## src/rtl/pep_mmacc_splitc_feed_pkg.sv

```systemverilog
// Shared constants for the MMACC split-C feed path: arithmetic geometry, modulus,
// CMUX pipeline latency and error-bit positions.
package pep_mmacc_splitc_feed_pkg;

   localparam int R              = 2;
   localparam int PSI            = 4;
   localparam int N              = 32;
   localparam int GLWE_K_P1      = 2;
   localparam int MOD_Q_W        = 64;
   localparam int BR_BATCH_CMD_W = 16;

   // Goldilocks prime 2^64 - 2^32 + 1
   localparam logic [MOD_Q_W-1:0] MOD_Q = 64'hFFFF_FFFF_0000_0001;

   localparam int MMACC_CMUX_LAT = 2;

   localparam int ERR_CMD_OVF = 0;
   localparam int ERR_CMD_UDF = 1;

endpackage

```

## src/rtl/pep_mmacc_splitc_cmux_sub.sv

```systemverilog
// One-coefficient (rot - data) mod MOD_Q; stage 1 raw subtract, stage 2 correction.
// 2-cycle latency, no backpressure; registers only load on their stage's valid.
module pep_mmacc_splitc_cmux_sub
   import pep_mmacc_splitc_feed_pkg::*;
(
   input  logic               clk,
   input  logic               in_vld,
   input  logic               s1_vld,
   input  logic [MOD_Q_W-1:0] rot,
   input  logic [MOD_Q_W-1:0] data,
   output logic [MOD_Q_W-1:0] res
);

   logic [MOD_Q_W:0] s1_diff;

   always_ff @(posedge clk) begin
      if (in_vld) begin
         s1_diff <= {1'b0, rot} - {1'b0, data};
      end
   end

   // Sign bit set means rot < data; adding MOD_Q wraps back into [0, MOD_Q).
   always_ff @(posedge clk) begin
      if (s1_vld) begin
         res <= s1_diff[MOD_Q_W] ? (s1_diff[MOD_Q_W-1:0] + MOD_Q) : s1_diff[MOD_Q_W-1:0];
      end
   end

endmodule

```

## src/rtl/pep_mmacc_splitc_main_cmux.sv

```systemverilog
// CMUX difference stage with batch-command FIFO and sop/eop/eob framing; 2-cycle latency.
// No backpressure: beats always accepted, overflowing commands dropped and flagged.
module pep_mmacc_splitc_main_cmux
   import pep_mmacc_splitc_feed_pkg::*;
#(
   parameter int HPSI           = PSI/2,
   parameter int BEAT_PER_POLY  = N/(R*PSI),
   parameter int POLY_PER_BATCH = GLWE_K_P1,
   parameter int CMD_DEPTH      = 4
)
(
   input  logic                           clk,
   input  logic                           a_rst_n,
   input  logic [HPSI*R*MOD_Q_W-1:0]      main_data,
   input  logic [HPSI*R*MOD_Q_W-1:0]      main_rot_data,
   input  logic                           main_data_avail,
   input  logic [BR_BATCH_CMD_W-1:0]      batch_cmd,
   input  logic                           batch_cmd_avail,
   output logic [HPSI*R*MOD_Q_W-1:0]      cmux_data,
   output logic                           cmux_avail,
   output logic                           cmux_sop,
   output logic                           cmux_eop,
   output logic                           cmux_eob,
   output logic [BR_BATCH_CMD_W-1:0]      cmux_batch_cmd,
   output logic [1:0]                     error
);

   localparam int LANES = HPSI*R;
   localparam int BW    = (BEAT_PER_POLY  > 1) ? $clog2(BEAT_PER_POLY)  : 1;
   localparam int PW    = (POLY_PER_BATCH > 1) ? $clog2(POLY_PER_BATCH) : 1;
   localparam int AW    = (CMD_DEPTH      > 1) ? $clog2(CMD_DEPTH)      : 1;
   localparam int CW    = $clog2(CMD_DEPTH+1);

   localparam logic [BW-1:0] BEAT_LAST = BW'(BEAT_PER_POLY-1);
   localparam logic [PW-1:0] POLY_LAST = PW'(POLY_PER_BATCH-1);
   localparam logic [AW-1:0] PTR_LAST  = AW'(CMD_DEPTH-1);
   localparam logic [CW-1:0] CNT_FULL  = CW'(CMD_DEPTH);

   logic [BR_BATCH_CMD_W-1:0] fifo_mem [CMD_DEPTH];
   logic [AW-1:0]             wr_ptr;
   logic [AW-1:0]             rd_ptr;
   logic [CW-1:0]             fifo_cnt;
   logic [BW-1:0]             beat_cnt;
   logic [PW-1:0]             poly_cnt;

   logic                      fifo_empty;
   logic                      fifo_full;
   logic                      has_cmd;
   logic [BR_BATCH_CMD_W-1:0] head_cmd;
   logic                      in_sop;
   logic                      in_eop;
   logic                      in_eob;
   logic                      do_pop;
   logic                      do_push;
   logic                      cmd_ovf;
   logic                      cmd_udf;

   logic                      s1_vld;
   logic                      s1_sop;
   logic                      s1_eop;
   logic                      s1_eob;
   logic                      s1_udf;
   logic [BR_BATCH_CMD_W-1:0] s1_cmd;
   logic [BR_BATCH_CMD_W-1:0] s2_cmd;
   logic                      out_udf;
   logic                      out_ovf;

   // An empty FIFO forwards a same-cycle push so a batch may start with its command.
   always_comb begin
      fifo_empty = (fifo_cnt == '0);
      fifo_full  = (fifo_cnt == CNT_FULL);
      has_cmd    = !fifo_empty || batch_cmd_avail;
      head_cmd   = '0;
      if (!fifo_empty) begin
         head_cmd = fifo_mem[rd_ptr];
      end else if (batch_cmd_avail) begin
         head_cmd = batch_cmd;
      end
      in_sop  = (beat_cnt == '0);
      in_eop  = (beat_cnt == BEAT_LAST);
      in_eob  = in_eop && (poly_cnt == POLY_LAST);
      do_pop  = main_data_avail && in_eob && has_cmd;
      do_push = batch_cmd_avail && (!fifo_full || do_pop);
      cmd_ovf = batch_cmd_avail && fifo_full && !do_pop;
      cmd_udf = main_data_avail && !has_cmd;
   end

   always_ff @(posedge clk) begin
      if (do_push) begin
         fifo_mem[wr_ptr] <= batch_cmd;
      end
   end

   always_ff @(posedge clk or negedge a_rst_n) begin
      if (!a_rst_n) begin
         wr_ptr   <= '0;
         rd_ptr   <= '0;
         fifo_cnt <= '0;
      end else begin
         if (do_push) begin
            wr_ptr <= (wr_ptr == PTR_LAST) ? '0 : wr_ptr + AW'(1);
         end
         if (do_pop) begin
            rd_ptr <= (rd_ptr == PTR_LAST) ? '0 : rd_ptr + AW'(1);
         end
         case ({do_push, do_pop})
            2'b10:   fifo_cnt <= fifo_cnt + CW'(1);
            2'b01:   fifo_cnt <= fifo_cnt - CW'(1);
            default: fifo_cnt <= fifo_cnt;
         endcase
      end
   end

   always_ff @(posedge clk or negedge a_rst_n) begin
      if (!a_rst_n) begin
         beat_cnt <= '0;
         poly_cnt <= '0;
      end else if (main_data_avail) begin
         if (in_eop) begin
            beat_cnt <= '0;
            poly_cnt <= in_eob ? '0 : poly_cnt + PW'(1);
         end else begin
            beat_cnt <= beat_cnt + BW'(1);
         end
      end
   end

   always_ff @(posedge clk or negedge a_rst_n) begin
      if (!a_rst_n) begin
         s1_vld     <= 1'b0;
         s1_sop     <= 1'b0;
         s1_eop     <= 1'b0;
         s1_eob     <= 1'b0;
         s1_udf     <= 1'b0;
         cmux_avail <= 1'b0;
         cmux_sop   <= 1'b0;
         cmux_eop   <= 1'b0;
         cmux_eob   <= 1'b0;
         out_udf    <= 1'b0;
         out_ovf    <= 1'b0;
      end else begin
         s1_vld     <= main_data_avail;
         s1_sop     <= main_data_avail && in_sop;
         s1_eop     <= main_data_avail && in_eop;
         s1_eob     <= main_data_avail && in_eob;
         s1_udf     <= cmd_udf;
         cmux_avail <= s1_vld;
         cmux_sop   <= s1_vld && s1_sop;
         cmux_eop   <= s1_vld && s1_eop;
         cmux_eob   <= s1_vld && s1_eob;
         out_udf    <= s1_vld && s1_udf;
         out_ovf    <= cmd_ovf;
      end
   end

   always_ff @(posedge clk) begin
      if (main_data_avail) begin
         s1_cmd <= head_cmd;
      end
      if (s1_vld) begin
         s2_cmd <= s1_cmd;
      end
   end

   assign cmux_batch_cmd = cmux_avail ? s2_cmd : '0;

   // Overflow reports at the push; underflow travels with its beat.
   always_comb begin
      error              = '0;
      error[ERR_CMD_OVF] = out_ovf;
      error[ERR_CMD_UDF] = out_udf;
   end

   for (genvar gi = 0; gi < LANES; gi++) begin : g_lane
      pep_mmacc_splitc_cmux_sub u_sub (
         .clk    (clk),
         .in_vld (main_data_avail),
         .s1_vld (s1_vld),
         .rot    (main_rot_data[gi*MOD_Q_W +: MOD_Q_W]),
         .data   (main_data[gi*MOD_Q_W +: MOD_Q_W]),
         .res    (cmux_data[gi*MOD_Q_W +: MOD_Q_W])
      );
   end

endmodule

```

## config.mk

```make
export PLATFORM = sky130hd
export DESIGN_NAME = pep_mmacc_splitc_main_cmux
export DESIGN_NICKNAME = d
export VERILOG_FILES = /design/src/rtl/pep_mmacc_splitc_feed_pkg.sv /design/src/rtl/pep_mmacc_splitc_cmux_sub.sv /design/src/rtl/pep_mmacc_splitc_main_cmux.sv
export SDC_FILE = /design/constraint.sdc
export NUM_CORES = 1
export LEC_CHECK = 0
export BUFFER_PORTS_ARGS = -buffer_cell sky130_fd_sc_hd__buf_2
export CORE_AREA = 2 2 313 315
export DETAILED_ROUTE_END_ITERATION = 8
export DIE_AREA = 0 0 315 317
export GPL_TIMING_DRIVEN = 1
export PLACE_DENSITY = 0.68
export SYNTH_ARGS = -nofsm -noshare
export SYNTH_HDL_FRONTEND = slang
export SYNTH_SLANG_ARGS = --single-unit
```

## constraint.sdc

```tcl
create_clock -name clk -period 10.1 [get_ports clk]
set_input_delay 0.505 -clock clk [delete_from_list [all_inputs] [get_ports clk]]
set_output_delay 0.505 -clock clk [all_outputs]
set_load 0.01 [all_outputs]
```

==> key figures <==
Drt
  • Via-per-instance ratio: 5.494
  • Routed wire length: 132800 microns
  • Pre-Repair DR Iteration Count: 6
  • Avg WL per Cell: between 20 and 25 microns
  • Remaining DRCs: 0
  • 1st-iter DRT viols: 2461
  • DR vias: 33.26k
  • Antenna-violating nets left: 0

Yosys
  • Synth cell types: between 90 and 100
  • Yosys reg bits: 633
  • Syn_area_per_cell: 10.27 sq um
  • Synth Net Count: 4733
  • Seq/Total Area, Yosys: 46.85%
  • Syn Inst Count: between 3k and 4k
  • Post-Syn Area: 40350 sq um
  • EDFF count, synth: slightly above 600
  • Synth Flop Type: edfxtp_1
  • YS warnings: 0
  • Ys async rst share: 3.318%

Power
  • Worst VDD drop: slightly below 100 uV
  • Sequential power share: 45.2%
  • LEAKAGE: 20.59 nW
  • Internal power: ~6 mW
  • Logic pwr share: roughly 24%
  • Pwr/cell area: 176.1 nW/um^2
  • Clock power frac: 30.6%
  • Switching Power: about 2.6 mW
  • Net Sw Frac: 30.91%

STA
  • Setup violators final: 0
  • Setup TNS: 0 ns
  • Fin crit share: roughly two fifths
  • Final Critical Period: 4.143 ns
  • Worst slew margin: 14.75%
  • Clk_skew: roughly 0.016 ns
  • Hold Vio Cnt, Final: 0
  • Achievable Freq: 241.4 MHz
  • Worst slew pin tran: 1.247 ns
  • RSZ-0062 raised after global routing: false
  • Final slew viol count: 0

Hold path
  • Hold_sp: batch_cmd[6]
  • Min-delay worst type: in -> reg

Place
  • IO Port Bufs: 809
  • Gp weighted congestion: slightly above 1
  • Placed cells: 5902
  • Final HPWL DP: 109200 microns

GRT
  • Grt total ovfl: 0
  • Initial antenna violation count: 22
  • GR Util All Layers: 25.68%
  • Pin count of the biggest net entering global routing: 135
  • First-pass GRT wire length: 193200 microns
  • Vias in the first global route: 31.85k

Die
  • IO Count: 810
  • Die Area: 99860 sq um
  • Core Region: just under 100000 sq um
  • Starting Density: 41.91%
  • Rows: 114
  • Die height: 317 microns
  • Die Wd: between 300 and 400 microns

Layout
  • Final core utilization: 49.86%
  • Layout Cells excl Fill: 6053
  • Area grow syn2layout: 18.96%
  • Fraction of layout cells with a size suffix above 1: 20.93%
  • NumNets Final: between 5k and 6k

Run
  • Max-Cap Viols: 0

Setup path
  • R2r worst-path depth: 10
  • CP startpoint: main_data[128]
  • Worst r2r src: g_lane[3].u_sub.s1_diff[18]
  • CP endpoint kind: flop
  • RR Endpoint: g_lane[3].u_sub.res[48]
  • Startpoint Class: input pin
  • Setup slack, reg-to-reg: around 6.3 ns
  • Highest net fanout along the worst path: 3
  • Worst EP arrival: 4.50 ns
  • Crit path kind: in -> reg
  • CP required: 10.46 ns
  • CP endpoint: g_lane[2].u_sub.s1_diff[62]

Clocking
  • H-tree depth: 3
  • Clock Sinks: 633
  • Num CTS Buffers: slightly above 70
  • CTS tree: done
  • Bufs on Longest Clock Path: 3
  • Clk_lat worst skew: 0.62 ns
  • CTS clk-pin slew, worst paths: 0.06 ns
  • Root buf cell: clkbuf_16

Status
  • Outcome: completed
what timing repair did:
item / in CTS / in global routing
endpoints found under the hold margin: 21 / 0
buffers inserted: 0 / 0
setup endpoints to repair: 0 / 0
hold buffers: 1 / 0
gates resized for setup: 0 / 0
power by group through the flow:
| stage | registers [mW] | logic, mW | clock network [mW] |
|---|---|---|---|
| after floorplan | 3.84 | 1.22 | 0 |
| after global placement | 3.85 | 2.02 | 0 |
| after detailed placement | 3.87 | 2.04 | 0 |
| after CTS | 3.82 | 2.05 | 2.64 |
| after global routing | 3.86 | 2.25 | 2.74 |
| final | 3.82 | 2.05 | 2.59 |
cell type report:
| class | count | area, sq um |
|---|---|---|
| diodes | 18 | 45.04 |
| clock buffers | 84 | 1909 |
| clock inverters | 48 | 419.2 |
| fillers | 8877 | 48280 |
| inverters | 345 | 1295 |
| multi-input cells | 2829 | 19680 |
| flip-flops and latches | 633 | 18910 |
| well taps | 1276 | 1597 |
| repair buffers | 820 | 4156 |
critical path, cell delays in order:
cell,delay (ns)
buf_2,0.10
ha_1,0.22
fa_1,0.40
nand2b_1,0.18
a21oi_1,0.28
o21ba_2,0.22
nand3b_1,0.15
a31oi_1,0.19
a2111oi_0,1.12
nor3_1,0.25
o31ai_1,0.53
a311oi_1,0.20
xnor2_1,0.15
metrics by stage:
step / power [mW] / hold WS (ns) / cell area, sq um / setup slack [ns]
after floorplan: 5.064 / 0.2094 / 40350 / 3.515
after global placement: 5.875 / 0.4032 / 45620 / 5.375
after detailed placement: 5.901 / 0.4045 / 45620 / 5.290
after CTS: 8.503 / 0.07498 / 47960 / 5.930
after global routing: 8.856 / 0.09246 / 47980 / 5.681
final: 8.455 / 0.1236 / 48000 / 5.957
cells in the final DEF, fill, tap and decap left out, types with 34 or more instances in the layout:
cell / count
ha_1: 268
nand3_1: 114
a31oi_1: 36
clkbuf_16: 74
xnor2_1: 300
nor2_1: 201
buf_2: 808
a21o_1: 137
nor2b_1: 34
nand4_1: 101
o21bai_1: 58
xor2_1: 194
nor3_1: 76
o21a_1: 34
a21oi_1: 288
o21ai_0: 177
inv_1: 345
nor4_1: 42
nand2b_1: 42
nand2_1: 326
and3_1: 51
edfxtp_1: 612
and2_1: 54
cell usage after synthesis (all sizes together) (7+ instances only):
| cell | number | share of area (%) |
|---|---|---|
| and2 | 54 | 0.84 |
| dfrtp | 21 | 1.3 |
| nor3 | 79 | 1.0 |
| and4 | 15 | 0.33 |
| xnor2 | 300 | 6.5 |
| o21bai | 58 | 1.1 |
| o21ai | 181 | 2.2 |
| xor2 | 194 | 4.2 |
| nand3b | 7 | 0.13 |
| mux2 | 7 | 0.20 |
| and3 | 51 | 0.79 |
| nand2b | 42 | 0.65 |
| buf | 14 | 0.19 |
| edfxtp | 612 | 46 |
| mux4 | 16 | 0.89 |
| a2111oi | 7 | 0.15 |
| a21oi | 288 | 3.6 |
| nor2b | 34 | 0.53 |
| nor2 | 202 | 1.9 |
| nand4 | 101 | 1.6 |
| o31ai | 18 | 0.35 |
| a31oi | 36 | 0.56 |
| o41ai | 7 | 0.17 |
| or2 | 16 | 0.25 |
| clkbuf | 107 | 1.0 |
| o21a | 35 | 0.65 |
| a21o | 137 | 2.5 |
| inv | 345 | 3.2 |
| or4 | 11 | 0.22 |
| or3 | 27 | 0.46 |
| a221oi | 9 | 0.20 |
| a21boi | 11 | 0.20 |
| nand3 | 114 | 1.4 |
| o311ai | 7 | 0.17 |
| a211oi | 19 | 0.37 |
| nor3b | 10 | 0.20 |
| ha | 268 | 8.3 |
| o211ai | 16 | 0.31 |
| nand2 | 326 | 3.0 |
| nor4 | 46 | 0.80 |
kinds of logic after synthesis:
family | share of synthesized area [%]
xor gates and xnor gates | 10.72
and+or+nand+nor | 14.31
adders and majority gates | 8.558
AOI/OAI and AO/OA | 14.08
muxes | 1.088
buffers and inverters | 4.397
DFF | 46.85
how the worst min path moves through the flow:
| stage | endpoint | slack (ns) | depth (start not counted) |
|---|---|---|---|
| CTS | fifo_mem[0][9] | 0.07 | 1 |
| global route | fifo_mem[3][6] | 0.09 | 1 |
| finish | fifo_mem[2][6] | 0.12 | 1 |
| floorplan | beat_cnt[0] | 0.21 | 0 |
| global placement | s2_cmd[4] | 0.40 | 0 |
| detailed placement | s2_cmd[0] | 0.40 | 0 |
layer usage:
layer,part of all wire (%),track usage (%)
met5,0.048,0
met3,7.6,5.380
met1,40,31.58
met2,49,43.91
met4,4.0,10.55
registers in the layout, indices dropped and copies added, names as in the netlist, 3 cells and up:
signal                flops
g_lane.u_sub.s1_diff    260
g_lane.u_sub.res        256
fifo_mem                 64
s1_cmd                   16
s2_cmd                   16
fifo_cnt                  3
Power figures use the tool's default switching activity.
